File: src/rtl/core_sysinfo_if.sv
// core_sysinfo_if: Avalon-MM style control-bus bundle for the system-information slave.
//
// Signals:
//   address        word address (16 words)
//   read           read strobe, one cycle per transfer
//   write          write strobe, one cycle per transfer
//   writedata      write data
//   readdata       registered read data, driven by the slave
//   readdatavalid  one-cycle pulse one edge after an accepted read
//
// Modports:
//   master  drives strobes/address/writedata, receives read data
//   slave   receives strobes/address/writedata, drives read data
interface core_sysinfo_if;
  logic [3:0]  address;
  logic        read;
  logic        write;
  logic [31:0] writedata;
  logic [31:0] readdata;
  logic        readdatavalid;

  modport master (
    output address,
    output read,
    output write,
    output writedata,
    input  readdata,
    input  readdatavalid
  );

  modport slave (
    input  address,
    input  read,
    input  write,
    input  writedata,
    output readdata,
    output readdatavalid
  );
endinterface

File: src/rtl/core_sysinfo.sv
// core_sysinfo: system-information slave. Serves build constants, a 64-bit free-running
// uptime counter with atomic low/high readout through a shadow register, and one scratch word.
// Reads complete with a fixed one-cycle registered latency; there is no waitrequest.
//
// Ports:
//   clk_i   system clock, all logic on the rising edge
//   rst_ni  asynchronous active-low reset (release synchronised externally)
//   bus     core_sysinfo_if slave modport (address/read/write/writedata in,
//           readdata/readdatavalid out)
//
// Word map (read):
//   0x0 SYSTEM_ID, 0x1 TIMESTAMP, 0x2 uptime[31:0] (also latches uptime[63:32] into shadow),
//   0x3 shadow, 0x4 scratch, 0x5 caps, 0x6-0x7 zero, 0x8+i user word i (zero if i >= NUM_USER)
// Word map (write):
//   0x2 clears the uptime counter, 0x4 loads scratch, all others ignored
module core_sysinfo #(
  parameter logic [31:0]  SYSTEM_ID   = 32'h0000_0000,
  parameter logic [31:0]  TIMESTAMP   = 32'd1450868559,
  parameter int unsigned  NUM_USER    = 2,
  parameter logic [255:0] USER_WORDS  = 256'h0,
  parameter logic [31:0]  SCRATCH_RST = 32'hDEAD_BEEF
) (
  input logic           clk_i,
  input logic           rst_ni,
  core_sysinfo_if.slave bus
);

  localparam logic [3:0] AddrSysId    = 4'h0;
  localparam logic [3:0] AddrTstamp   = 4'h1;
  localparam logic [3:0] AddrUptimeLo = 4'h2;
  localparam logic [3:0] AddrUptimeHi = 4'h3;
  localparam logic [3:0] AddrScratch  = 4'h4;
  localparam logic [3:0] AddrCaps     = 4'h5;

  localparam logic [3:0]  NumUserW = NUM_USER[3:0];
  // Capability word: version 1 in the upper half, user-word count in the low nibble.
  localparam logic [31:0] CapsWord = {16'h0001, 8'h00, 4'h0, NumUserW};

  // ---------------------------------------------------------------------------
  // Configuration check
  // ---------------------------------------------------------------------------
  if (NUM_USER > 8) begin : g_cfg_err
    always_ff @(posedge clk_i) begin
      $error("core_sysinfo: NUM_USER=%0d exceeds the maximum of 8", NUM_USER);
    end
  end

  // ---------------------------------------------------------------------------
  // State
  // ---------------------------------------------------------------------------
  logic [63:0] uptime_q, uptime_d;
  logic [31:0] shadow_q, shadow_d;
  logic [31:0] scratch_q, scratch_d;
  logic [31:0] rdata_q, rdata_d;
  logic        rvalid_q, rvalid_d;

  // ---------------------------------------------------------------------------
  // Strobe decode
  // ---------------------------------------------------------------------------
  logic rd_accept;
  logic uptime_clr;
  logic scratch_we;

  always_comb begin
    // A simultaneous write wins; the read is dropped entirely.
    rd_accept  = bus.read & ~bus.write;
    uptime_clr = bus.write & (bus.address == AddrUptimeLo);
    scratch_we = bus.write & (bus.address == AddrScratch);
  end

  // ---------------------------------------------------------------------------
  // User word select
  // ---------------------------------------------------------------------------
  logic [2:0]  user_idx;
  logic [31:0] user_word;

  always_comb begin
    user_idx  = bus.address[2:0];
    user_word = '0;
    if (32'(user_idx) < NUM_USER) begin
      user_word = USER_WORDS[{user_idx, 5'd0} +: 32];
    end
  end

  // ---------------------------------------------------------------------------
  // Read mux
  // ---------------------------------------------------------------------------
  logic [31:0] rd_word;

  always_comb begin
    rd_word = '0;
    if (bus.address[3]) begin
      rd_word = user_word;
    end else begin
      unique case (bus.address[2:0])
        AddrSysId[2:0]:    rd_word = SYSTEM_ID;
        AddrTstamp[2:0]:   rd_word = TIMESTAMP;
        AddrUptimeLo[2:0]: rd_word = uptime_q[31:0];
        AddrUptimeHi[2:0]: rd_word = shadow_q;
        AddrScratch[2:0]:  rd_word = scratch_q;
        AddrCaps[2:0]:     rd_word = CapsWord;
        3'd6:              rd_word = '0;
        3'd7:              rd_word = '0;
        default:           rd_word = '0;
      endcase
    end
  end

  // ---------------------------------------------------------------------------
  // Next state
  // ---------------------------------------------------------------------------
  always_comb begin
    // Free-running; a clear lands on this edge so the next cycle reads 0.
    uptime_d  = uptime_clr ? 64'd0 : uptime_q + 64'd1;
    // Shadow is only loaded by a low-word read, so the high word pairs with the
    // low word software just read, regardless of any later carry or clear.
    shadow_d  = (rd_accept && bus.address == AddrUptimeLo) ? uptime_q[63:32] : shadow_q;
    scratch_d = scratch_we ? bus.writedata : scratch_q;
    // Read data holds its last value between reads.
    rdata_d   = rd_accept ? rd_word : rdata_q;
    rvalid_d  = rd_accept;
  end

  always_ff @(posedge clk_i or negedge rst_ni) begin
    if (!rst_ni) begin
      uptime_q  <= '0;
      shadow_q  <= '0;
      scratch_q <= SCRATCH_RST;
      rdata_q   <= '0;
      rvalid_q  <= 1'b0;
    end else begin
      uptime_q  <= uptime_d;
      shadow_q  <= shadow_d;
      scratch_q <= scratch_d;
      rdata_q   <= rdata_d;
      rvalid_q  <= rvalid_d;
    end
  end

  // ---------------------------------------------------------------------------
  // Outputs
  // ---------------------------------------------------------------------------
  assign bus.readdata      = rdata_q;
  assign bus.readdatavalid = rvalid_q;

endmodule
File: src/flat_wrapper.sv
// flat-port wrapper written by rule: the top's interface ports become plain ports
module core_sysinfo_flat 
#(
  parameter logic [31:0]  SYSTEM_ID   = 32'h0000_0000,
  parameter logic [31:0]  TIMESTAMP   = 32'd1450868559,
  parameter int unsigned  NUM_USER    = 2,
  parameter logic [255:0] USER_WORDS  = 256'h0,
  parameter logic [31:0]  SCRATCH_RST = 32'hDEAD_BEEF
)
  (clk_i, rst_ni, bus_address, bus_read, bus_write, bus_writedata, bus_readdata, bus_readdatavalid);
  core_sysinfo_if bus_i ();
  input logic clk_i;
  input logic rst_ni;
  input wire logic [$bits(bus_i.address)-1:0] bus_address;
  input wire logic [$bits(bus_i.read)-1:0] bus_read;
  input wire logic [$bits(bus_i.write)-1:0] bus_write;
  input wire logic [$bits(bus_i.writedata)-1:0] bus_writedata;
  output wire logic [$bits(bus_i.readdata)-1:0] bus_readdata;
  output wire logic [$bits(bus_i.readdatavalid)-1:0] bus_readdatavalid;
  assign bus_i.address = bus_address;
  assign bus_i.read = bus_read;
  assign bus_i.write = bus_write;
  assign bus_i.writedata = bus_writedata;
  assign bus_readdata = bus_i.readdata;
  assign bus_readdatavalid = bus_i.readdatavalid;
  core_sysinfo #(.SYSTEM_ID(SYSTEM_ID), .TIMESTAMP(TIMESTAMP), .NUM_USER(NUM_USER), .USER_WORDS(USER_WORDS), .SCRATCH_RST(SCRATCH_RST)) u_core (.clk_i(clk_i), .rst_ni(rst_ni), .bus(bus_i));
endmodule
File: config.mk
export PLATFORM = sky130hd
export DESIGN_NAME = core_sysinfo_flat
export DESIGN_NICKNAME = d
export VERILOG_FILES = /design/src/rtl/core_sysinfo_if.sv /design/src/rtl/core_sysinfo.sv /design/src/flat_wrapper.sv
export SDC_FILE = /design/constraint.sdc
export NUM_CORES = 1
export LEC_CHECK = 0
export CAP_MARGIN = 40
export CORE_ASPECT_RATIO = 1.5
export CORE_MARGIN = 2
export CORE_UTILIZATION = 60
export CTS_CLUSTER_DIAMETER = 50
export CTS_CLUSTER_SIZE = 14
export DETAILED_ROUTE_END_ITERATION = 7
export DONT_BUFFER_PORTS = 1
export GPL_ROUTABILITY_DRIVEN = 0
export PLACE_DENSITY_LB_ADDON = 0.3
export RECOVER_POWER = 100
export SETUP_SLACK_MARGIN = 0.02
export SYNTH_ARGS = -nofsm -noshare
export SYNTH_HDL_FRONTEND = slang
export SYNTH_SLANG_ARGS = --single-unit
File: constraint.sdc
create_clock -name clk_i -period 2.9 [get_ports clk_i]
set_input_delay 0.87 -clock clk_i [delete_from_list [all_inputs] [get_ports clk_i]]
set_output_delay 0.87 -clock clk_i [all_outputs]
set_load 0.1 [all_outputs]
; After elaboration in Yosys (flattened, before gate mapping)
; Cells that the tools add are included.
[op_classes]
add_sub_neg = 1
n_mul = 0
div = 0
magnitude_cmp = 1
eq_ne = 9
shift = 1
mux = 4
bitwise_logic = 4
n_reduce_logical = 3
[op_table]
columns = op, n
row1 = "256-bit by 9-bit variable part select with 32-bit output, first input constant", 1
row2 = 32-bit one-hot mux with 6 select lines, 1
row3 = "64-bit by 1-bit adder with 64-bit output, second input constant", 1
row4 = 32-bit two-way mux, 2
row5 = 64-bit two-way mux, 1
row6 = "3-bit equality test, second input constant", 4
row7 = "3-bit by 2-bit equality test with 1-bit output, second input constant", 2
row8 = "4-bit by 2-bit equality test with 1-bit output, second input constant", 1
row9 = "4-bit by 3-bit equality test with 1-bit output, second input constant", 1
row10 = 1-bit AND, 3
row11 = "3-bit by 1-bit equality test with 1-bit output, second input constant", 1
row12 = 3-bit logical NOT, 1
row13 = "3-bit by 2-bit < comparator with 1-bit output, second input constant", 1
row14 = 3-bit OR reduction, 1
row15 = 1-bit logical AND, 1
row16 = 1-bit NOT, 1
[totals]
reg_bits = 161
latchBits = 0
ram_bits = 0
rom_bits = 0
in_bits = 40
out_inout_bits = 33
wordCells = 28
n_memories = 0

; Longest topological paths before layout
; Gate-level depths: netlist of run 1.
[depth]
word_depth = 4
depth_mapped = 9
depth_no_buf = 6

; Worst setup path before layout of run 1
; OpenSTA, ideal clock, no wires.
[synth_timing]
path_kind = input-to-reg
startpoint = input port bus_address[2]
endpoint = register u_core.scratch_q[14]
setup_time_ns = 0.125
arrival_time_ns = 2.232
t_required_ns = 2.775
path_slack_ns = 0.544
cell_stages = 6
path_buffers = 2
cell_sequence = clkbuf_1 nor2b_1 and2_1 nand3b_1 clkbuf_1 mux2_2
[synth_via]
elab_chain_cells = 2
[synth_rtl]
columns = element, line
row1 = start: declaration, flat_wrapper.sv:14  ; input wire logic [$bits(bus_i.address)-1:0] bus_address;
row2 = 4-bit by 3-bit equality test with 1-bit output, core_sysinfo.sv:68  ; scratch_we = bus.write & (bus.address == AddrScratch);
row3 = 1-bit AND, core_sysinfo.sv:68
row4 = end signal: assignment, core_sysinfo.sv:134  ; scratch_q <= scratch_d;
row5 = end: declaration, core_sysinfo.sv:53  ; logic [31:0] scratch_q, scratch_d;
; No other way between the ends.
; A chain may end at the register's enable or synchronous reset.

; Final worst setup path of run 1
[layout_timing]
startpoint = register u_core.uptime_q[0]
endpoint = register u_core.uptime_q[58]
[layout_via]
elab_chain_cells = 2
[layout_rtl]
columns = element, line
row1 = start: declaration, core_sysinfo.sv:51  ; logic [63:0] uptime_q, uptime_d;
row2 = start signal: assignment, core_sysinfo.sv:132  ; uptime_q <= uptime_d;
row3 = 64-bit by 1-bit adder with 64-bit output, core_sysinfo.sv:114  ; uptime_d = uptime_clr ? 64'd0 : uptime_q + 64'd1;
row4 = 64-bit two-way mux, core_sysinfo.sv:114
row5 = named net u_core.uptime_d[58], core_sysinfo.sv:51
; The timed path passes the listed nets, and every way through them passes these cells.

==> key figures, run 1 <==
GRT
  • GRT overflow: 0
  • Vias in the first global route: 6156
  • Largest net degree at the start of global routing: 162
  • Gr usage total: 31.21%
  • Initial antenna violation count: 0
  • First-pass GRT wire length: 32.48 mm

Final layout
  • Fill cells: 838
  • Post-route cell area: 8437 sq um
  • Diodes inserted: 0
  • Area delta synth->final: 11.23%
  • Nets: 761
  • Share of cells above drive strength 1: 18.83%

CTS
  • Post-CTS setup buffers: 0
  • # hold bufs at CTS: 0
  • Number of gates resized after cts: 0
  • CTS max path bufs: 2
  • Clk sinks: 161
  • CTS tree: done
  • H-tree depth: 4
  • Skew-Pair Late Insertion Delay: 0.42 ns
  • TritonCTS Buffers: 17
  • CTS root buf: clkbuf_16
  • Worst-path clk slew: 0.06 ns

Drt
  • DRT Wirelength: 20.97 mm
  • WL per Instance: 23.59 microns
  • Post-DRT Antenna Nets: 0
  • Vias per inst: 6.822
  • Iter 0 DRT Violations: 587
  • Drt pass-1 iters: 6
  • DR vias: 6065
  • DRC: 0

STA
  • Slew Limit Fails: 35
  • Setup TNS: 0 ns
  • Final setup viols: 0
  • Max Freq: 0.3848 GHz
  • Final period util: 89.61%
  • Clock Skew: 0.008833 ns
  • Slew @ Worst Pin: 1.659 ns
  • Final hold viol count: 0
  • RSZ-0062 raised after global routing: no
  • Slew HR: -10.58%
  • Hold_ws: 0.1424 ns
  • Final setup margin: 0.3013 ns
  • Final period demand of the worst path: 2.599 ns

Placed design
  • Detailed Place HPWL: 12.89 mm
  • Placed Area: 8330 sq um
  • Port buffer count: 0
  • Post-Place Setup Slack: 0.5306 ns

Critical path
  • CP startpoint: u_core.uptime_q[0]
  • Crit path capture type: flop
  • R2R depth: 6
  • Worst Path Max Fanout: 25
  • Crit path DAT: 2.91 ns
  • Reg2reg start: u_core.uptime_q[0]
  • Setup CP Type: reg2reg
  • CP startpoint kind: flop
  • Data required time of the worst path: 3.21 ns
  • Setup crit end: u_core.uptime_q[58]
  • RR Endpoint: u_core.uptime_q[58]
  • Reg2reg setup slack: 0.30 ns

Floorplanning
  • Die Area: 13570 sq um
  • Core area: 12390 sq um
  • Chip height: 141.7 microns
  • Width of the die: 95.80 microns
  • Top Ports: 73
  • Row Count: 50
  • Initial core utilization: 61.23%

Yosys
  • Synth top area cells: dfrtp_1 45%, mux2_2 8.9%, dfstp_2 8.3%
  • Yosys reg bits: 161
  • Largest area contributor in the netlist: dfrtp_1
  • Post-Syn Area: 7585 sq um
  • Sequential cell area fraction in the yosys report: 53.51%
  • Synthesized area per cell: 10.80 sq um
  • Cells after synthesis: 702
  • Synth cell types: 43
  • Top-area cell type share of the netlist area: 45.20%
  • Syn nets: 743
  • Ys Warns: 0

Power
  • Pwr/cell area: 765.7 nW/um^2
  • Peak supply drop: 0.3505 mV
  • Leakage power: 3.674 nW

Status
  • Failing checks: capacitance limit, slew limit
  • Outcome: finished with violations

Hold path
  • Hold WC Path Type: in2async

Flow run
  • Maxcap violations: 1
[cells by family after synthesis]
group	after synthesis	synth area share [%]
flip-flops	161	53.51
adder cells (fa/ha/maj)	1	0.1649
AND/OR/NAND/NOR	232	16.81
buffers and inverters	55	2.903
XOR/XNOR	33	3.811
multiplexers	60	8.908
AO/OA/AOI/OAI	160	13.89
[critical path, cell delays in order, from the launching register on]
cell and delay (ns):
dfrtp_1 0.46, ha_1 0.27, nand4_1 0.20, nor3_1 0.47, nand3_4 0.31, or4_1 0.59
a21oi_1 0.19
[sequential cells by signal (all words and copies together) (netlist names)]
signal                    count
u_core.uptime_q              64
u_core.bus.readdata          32
u_core.scratch_q             32
u_core.shadow_q              32
u_core.bus.readdatavalid      1
[power breakdown]
part           leakage (nW)  internal (mW)  switching [mW]  total [mW]
Clock                 0.261           1.27           0.886        2.15
Combinational          1.36          0.426           0.596        1.02
Sequential             2.05           2.74           0.543        3.28
Total                  3.67           4.43            2.03        6.46
[worst min-delay path by stage]
stage | from | endpoint | slack [ns]
after detailed placement | u_core.shadow_q[21] | u_core.shadow_q[21] | 0.48
after floorplan | u_core.shadow_q[21] | u_core.shadow_q[21] | 0.44
after global placement | u_core.shadow_q[21] | u_core.shadow_q[21] | 0.46
final | rst_ni | u_core.bus.readdata[2] | 0.14
after global routing | rst_ni | u_core.bus.readdata[2] | 0.13
after CTS | rst_ni | u_core.shadow_q[10] | 0.14
[synth_stat cells (all sizes together)]
library cell,count
and3,7
a222oi,1
xnor2,7
a32oi,1
and2,2
nand3,26
or4,17
nand3b,1
and3b,1
nor4,5
ha,1
or3,14
dfrtp,137
a22oi,29
nand2b,20
nand2,61
buf,10
o31a,1
mux2,60
a21oi,31
o21ai,46
nor2b,6
nand4,18
clkbuf,36
o41ai,1
dfstp,24
and4,3
nor3,3
a22o,31
or4b,1
o31ai,19
xor2,26
nor2,47
inv,9
[per-layer routing]
| layer | track usage, % | share of wire [%] |
|---|---|---|
| met4 | 13.31 | 3.0 |
| met2 | 52.37 | 52 |
| met5 | 0 | 0 |
| met3 | 6.691 | 7.8 |
| met1 | 38.54 | 37 |
[cell usage in the layout (no fill, tap or decap), types with 4 or more instances in the layout]
master          Yosys  layout
o21ai_0            46      46
or3_1              14      14
a22oi_1            29      29
nor2_1             47      47
buf_4               1      17
nand4_1            16      16
o31ai_1            19      19
dfstp_2            24      24
nand2b_1           20      20
clkbuf_1           36      23
xor2_1             26      26
xnor2_1             7       7
and3_1              7       7
inv_1               9       9
dfrtp_1           137     137
a22o_1             31      31
dlymetal6s4s_1      0       4
nand3_1            23      23
nor2b_1             6       6
nand2_1            61      61
a21oi_1            31      31
or4_1              17      17
clkbuf_16           0      17
mux2_2             60      59
[metrics by stage]
step	power, mW	instances	util, %
2_1_floorplan	3.939	702	-
3_3_place_gp	4.129	835	62.81
3_5_place_dp	4.384	855	67.25
4_1_cts	6.547	887	71.76
5_1_grt	6.688	889	68.11
6_report	6.460	889	68.11
[layout make-up]
| cell class | count | area (sq um) | area share (%) |
|---|---|---|---|
| flip-flops and latches | 161 | 4059 | 48.11 |
| multi-input cells | 486 | 3302 | 39.14 |
| clock buffers | 23 | 447.9 | 5.309 |
| repair buffers | 45 | 289.0 | 3.426 |
| well taps | 156 | 195.2 | 2.314 |
| clock inverters | 9 | 110.1 | 1.305 |
| inverters | 9 | 33.78 | 0.4004 |
(Power assumes the default switching activity.)
==> run 2, diff against run 1 <==
Settings changed: CORE_UTILIZATION 60 to 57.
Clock period 2.9 ns to 2.25 ns, I/O delays scaled along.
==> run 2 against run 1 <==
  * The flow finishes with violations (hold timing, capacitance limit, slew limit)
  * Highest routed layer unchanged
  * Critical path type unchanged
  * Die area increased by 5.1%
  * Sequential share of layout area shrank 1.6 points
  * Final cell count rose by 3.3%
  * Hold slack worse by 0.20 ns
  * First-iteration DRC count is 3.4% higher
  * Combinational power up 47%
  * Setup slack worse by 0.23 ns
  * Global-route usage down 4.8 points
  * Via count fell by 2.9%
==> key figures, run 2 (synthesis results as in run 1) <==
Floorplanning
  • Top Ports: 73
  • Row Count: 51
  • Initial core utilization: 58.27%
  • Core area: 13020 sq um
  • Width of the die: 98.19 microns
  • Chip height: 145.3 microns
  • Die Area: 14260 sq um

Final layout
  • Commonest cells after routing, fill and taps aside: 136 x dfrtp_1, 65 x buf_4, 61 x nand2_1
  • Max reg flops: 64
  • Diodes inserted: 0
  • Final core occ: 67.10%
  • Fill cells: 936
  • Post-route cell area: 8735 sq um
  • Fin cells: 918
  • Most flops, register: u_core.uptime_q
  • Commonest non-fill, non-tap cell in the layout: dfrtp_1
  • Nets: 787
  • Share of cells above drive strength 1: 25.43%
  • Area delta synth->final: 15.16%

Placed design
  • Port buffer count: 0
  • Post-Place Setup Slack: 0.05957 ns
  • Placed Area: 8102 sq um
  • Post-Place Cells: 877
  • Detailed Place HPWL: 12.14 mm

Drt
  • DR vias: 5890
  • DRT Wirelength: 18.64 mm
  • Vias per inst: 6.416
  • DRC: 0
  • Iter 0 DRT Violations: 607
  • Post-DRT Antenna Nets: 0
  • WL per Instance: 20.31 microns
  • Drt pass-1 iters: 5

Critical path
  • Worst Path Max Fanout: 30
  • Setup CP Type: reg2reg
  • Data required time of the worst path: 2.59 ns
  • Crit path DAT: 2.53 ns
  • CP startpoint kind: flop
  • Crit path capture type: flop

CTS
  • TritonCTS Buffers: 17
  • Worst-path clk slew: 0.06 ns
  • CTS max path bufs: 2
  • Clk sinks: 161
  • CTS tree: done
  • H-tree depth: 4
  • CTS root buf: clkbuf_16
  • Skew-Pair Late Insertion Delay: 0.43 ns

STA
  • Max Freq: 0.4582 GHz
  • Final setup viols: 0
  • Slew Limit Fails: 35
  • Setup TNS: 0 ns
  • Final setup margin: 0.06778 ns
  • Final hold viol count: 137
  • Slew @ Worst Pin: 1.513 ns
  • Hold_ws: -0.05979 ns
  • Final period util: 96.99%
  • Slew HR: -0.8390%
  • Clock Skew: 0.009382 ns
  • Final period demand of the worst path: 2.182 ns

GRT
  • Largest net degree at the start of global routing: 162
  • Initial antenna violation count: 0
  • Gr usage total: 26.43%
  • First-pass GRT wire length: 30.26 mm
  • Vias in the first global route: 5981
  • GRT overflow: 0

Power
  • Peak supply drop: 0.5403 mV
  • Total Power: 8.405 mW
  • Leakage power: 3.814 nW
  • Pwr/cell area: 962.3 nW/um^2

Status
  • Failing checks: hold timing, capacitance limit, slew limit
  • Outcome: finished with violations

Hold path
  • Hold WC Path Type: in2async

Flow run
  • Maxcap violations: 1
run 2: area by class of cell:
type | instances | area (sq um) | area share, %
clock buffers | 23 | 467.9 | 5.357
clock inverters | 9 | 110.1 | 1.261
well taps | 159 | 198.9 | 2.278
repair buffers | 70 | 533.0 | 6.102
multi-input cells | 487 | 3331 | 38.13
flip-flops and latches | 161 | 4060 | 46.48
inverters | 9 | 33.78 | 0.3868
run 2: worst paths after layout:
check	cells after the start	startpoint	end	slack [ns]
worst min-delay path	0	rst_ni	u_core.bus.readdata[8]	-0.06
max in group asynchronous	0	rst_ni	u_core.scratch_q[27]	2.01
min in group clk_i	1	bus_address[3]	u_core.bus.readdata[1]	0.34
worst max register to register	7	u_core.uptime_q[20]	u_core.uptime_q[55]	0.07
worst max-delay path	7	u_core.uptime_q[20]	u_core.uptime_q[55]	0.07
worst min register to register	2	u_core.bus.readdata[1]	u_core.bus.readdata[1]	0.49
run 2: power breakdown:
part	switching [mW]	internal [mW]	total, mW
logic	0.870	0.628	1.50
registers	0.540	3.54	4.08
clock network	1.14	1.69	2.83
run 2: critical path: stages (launching register included):
cell and delay, ns:
dfrtp_1 0.41, nand4_1 0.19, nor4_4 0.24, buf_4 0.20, nand3_1 0.10, buf_6 0.20
or4b_1 0.54, a21oi_1 0.20
run 2: what timing repair did:
action,in CTS,in global routing
buffers inserted,1,7
pin swaps,1,6
hold endpoints to repair,137,137
resized for setup,0,5
endpoints found under the setup margin,2,15
cloned,0,1
run 2: routing by layer:
| layer | track usage (%) | vias up | wire, microns |
|---|---|---|---|
| met3 | 4.961 | 38 | 995 |
| met5 | 0 | - | 0 |
| met4 | 10.82 | 0 | 454 |
| li1 | - | 2635 | - |
| met2 | 45.45 | 238 | 9765 |
| met1 | 32.58 | 2979 | 7425 |
==> run 3, diff against run 2 <==
Settings changed: PLACE_DENSITY set to 0.71, PLACE_DENSITY_LB_ADDON 0.3 to unset.
==> run 3 against run 2 <==
  * The run still ends with hold timing, capacitance limit, slew limit left
  * Critical path type unchanged
  * Register-to-register slack better by 0.04 ns
  * Highest routed layer unchanged
  * Global-route usage down 0.69 points
  * Clock skew down 0.00093 ns
  * Largest power group unchanged
  * Non-clock buffer count up 4
  * Setup slack better by 0.038 ns
  * Critical path depth unchanged
  * First-iteration DRC count down 31%
  * Utilization up 0.14 points
  * Critical endpoint is now u_core.uptime_q[42]
  * Sequential power about the same
==> key figures, run 3 (synthesis results as in run 1) <==
STA
  • Slew @ Worst Pin: 1.547 ns
  • Final period util: 95.30%
  • Hold_ws: -0.05900 ns
  • Slew HR: -3.159%
  • Setup TNS: 0 ns
  • Final setup viols: 0
  • Max Freq: 0.4664 GHz
  • RSZ-0062 raised after global routing: yes
  • Clock Skew: 0.008447 ns
  • Final hold viol count: 115
  • Slew Limit Fails: 35
  • Final period demand of the worst path: 2.144 ns

Power
  • Pwr/cell area: 957.8 nW/um^2
  • Sequential Power Share: 48.4%
  • Sw frac: 31.33%
  • Clock network fraction of total power: 33.9%
  • Total Power: 8.384 mW
  • Leakage power: 3.844 nW
  • Peak supply drop: 0.4572 mV
  • Power share of the combinational group: 17.7%
  • Int Power: 5.758 mW
  • Net Switching: 2.627 mW

CTS
  • CTS root buf: clkbuf_16
  • Skew-Pair Late Insertion Delay: 0.43 ns
  • CTS max path bufs: 2
  • Worst-path clk slew: 0.07 ns
  • CTS tree: done
  • TritonCTS Buffers: 17
  • H-tree depth: 4
  • Clk sinks: 161

Floorplanning
  • Initial core utilization: 58.27%
  • Top Ports: 73
  • Row Count: 51
  • Chip height: 145.3 microns
  • Die Area: 14260 sq um
  • Width of the die: 98.19 microns
  • Core area: 13020 sq um

GRT
  • GRT overflow: 0
  • Vias in the first global route: 5827
  • Initial antenna violation count: 0
  • First-pass GRT wire length: 29.46 mm
  • Gr usage total: 25.74%
  • Largest net degree at the start of global routing: 162

Final layout
  • Diodes inserted: 0
  • Commonest non-fill, non-tap cell in the layout: dfrtp_1
  • Nets: 791
  • Final core occ: 67.24%
  • Area delta synth->final: 15.41%
  • Most flops, register: u_core.uptime_q
  • Share of cells above drive strength 1: 26.34%
  • Max reg flops: 64
  • Fill cells: 1002
  • Commonest cells after routing, fill and taps aside: 135 x dfrtp_1, 64 x buf_4, 61 x nand2_1

Status
  • Failing checks: hold timing, capacitance limit, slew limit
  • Outcome: finished with violations

Critical path
  • CP startpoint kind: flop
  • Data required time of the worst path: 2.60 ns
  • Setup CP Type: reg2reg
  • Crit path capture type: flop
  • Reg2reg setup slack: 0.11 ns
  • Crit path DAT: 2.49 ns
  • Worst Path Max Fanout: 5
  • R2R depth: 7

Flow run
  • Maxcap violations: 1

Drt
  • Vias per inst: 6.261
  • Post-DRT Antenna Nets: 0
  • DR vias: 5773
  • DRT Wirelength: 18.22 mm
  • Drt pass-1 iters: 7
  • WL per Instance: 19.76 microns
  • Iter 0 DRT Violations: 418
  • DRC: 0

Placed design
  • Port buffer count: 0
  • Detailed Place HPWL: 12.37 mm

Hold path
  • Hold WC Path Type: in2async
-- run 3: power by group through the flow --
stage                     clock, mW  combinational (mW)  sequential [mW]
after floorplan                   0               0.801             4.28
after global placement            0                1.40             4.04
after detailed placement          0                1.45             4.09
after CTS                      2.88                1.47             4.04
after global routing           3.01                1.60             4.12
final                          2.84                1.49             4.06
-- run 3: per-stage QoR --
| stage | cells | hold slack, ns | instance area (sq um) | setup WS, ns |
|---|---|---|---|---|
| CTS | 911 | -0.06836 | 8707 | 0.05285 |
| detailed placement | 879 | 0.3829 | 8117 | 0.03425 |
| finish | 922 | -0.05900 | 8753 | 0.1058 |
| global placement | 879 | 0.3822 | 8117 | 0.1381 |
| floorplan | 702 | 0.3794 | 7585 | 0.08871 |
| global route | 922 | -0.07646 | 8753 | -0.06839 |
-- run 3: layout make-up --
type / count / area (sq um) / area share (%)
timing repair buffer: 74 / 549.3 / 6.275
sequential: 161 / 4061 / 46.40
multi-input combinational: 487 / 3326 / 37.99
inverter: 9 / 33.78 / 0.3859
clock inverter: 14 / 145.1 / 1.658
clock buffer: 18 / 439.2 / 5.017
tap: 159 / 198.9 / 2.273
-- run 3: worst max-delay path: stages, from the launching register on --
cell and delay (ns):
dfrtp_1 0.42, nand2_1 0.15, nor4_4 0.46, buf_4 0.18, buf_4 0.11, nand4_1 0.21
or3_1 0.37, a21oi_1 0.15
-- run 3: final timing paths --
path / to / start
worst min register to register: u_core.shadow_q[2] / u_core.shadow_q[2]
worst max register to register: u_core.uptime_q[42] / u_core.uptime_q[22]
worst min-delay path: u_core.bus.readdata[6] / rst_ni
min in group clk_i: u_core.bus.readdata[1] / bus_address[3]
worst max-delay path: u_core.uptime_q[42] / u_core.uptime_q[22]
max in group asynchronous: u_core.scratch_q[21] / rst_ni
-- run 3: what timing repair did --
| action | CTS | global route |
|---|---|---|
| setup buffers | 0 | 10 |
| resized for setup | 1 | 4 |
| endpoints found under the hold margin | 137 | 137 |
| endpoints found under the setup margin | 1 | 20 |
| pin swaps | 0 | 8 |
| gates cloned | 0 | 1 |
-- run 3: routing by layer --
metal  wire length, microns  GRT usage, %
met1                   7514         32.37
met2                   9384         43.46
met3                    927         5.106
met4                    393         10.41
met5                      0             0
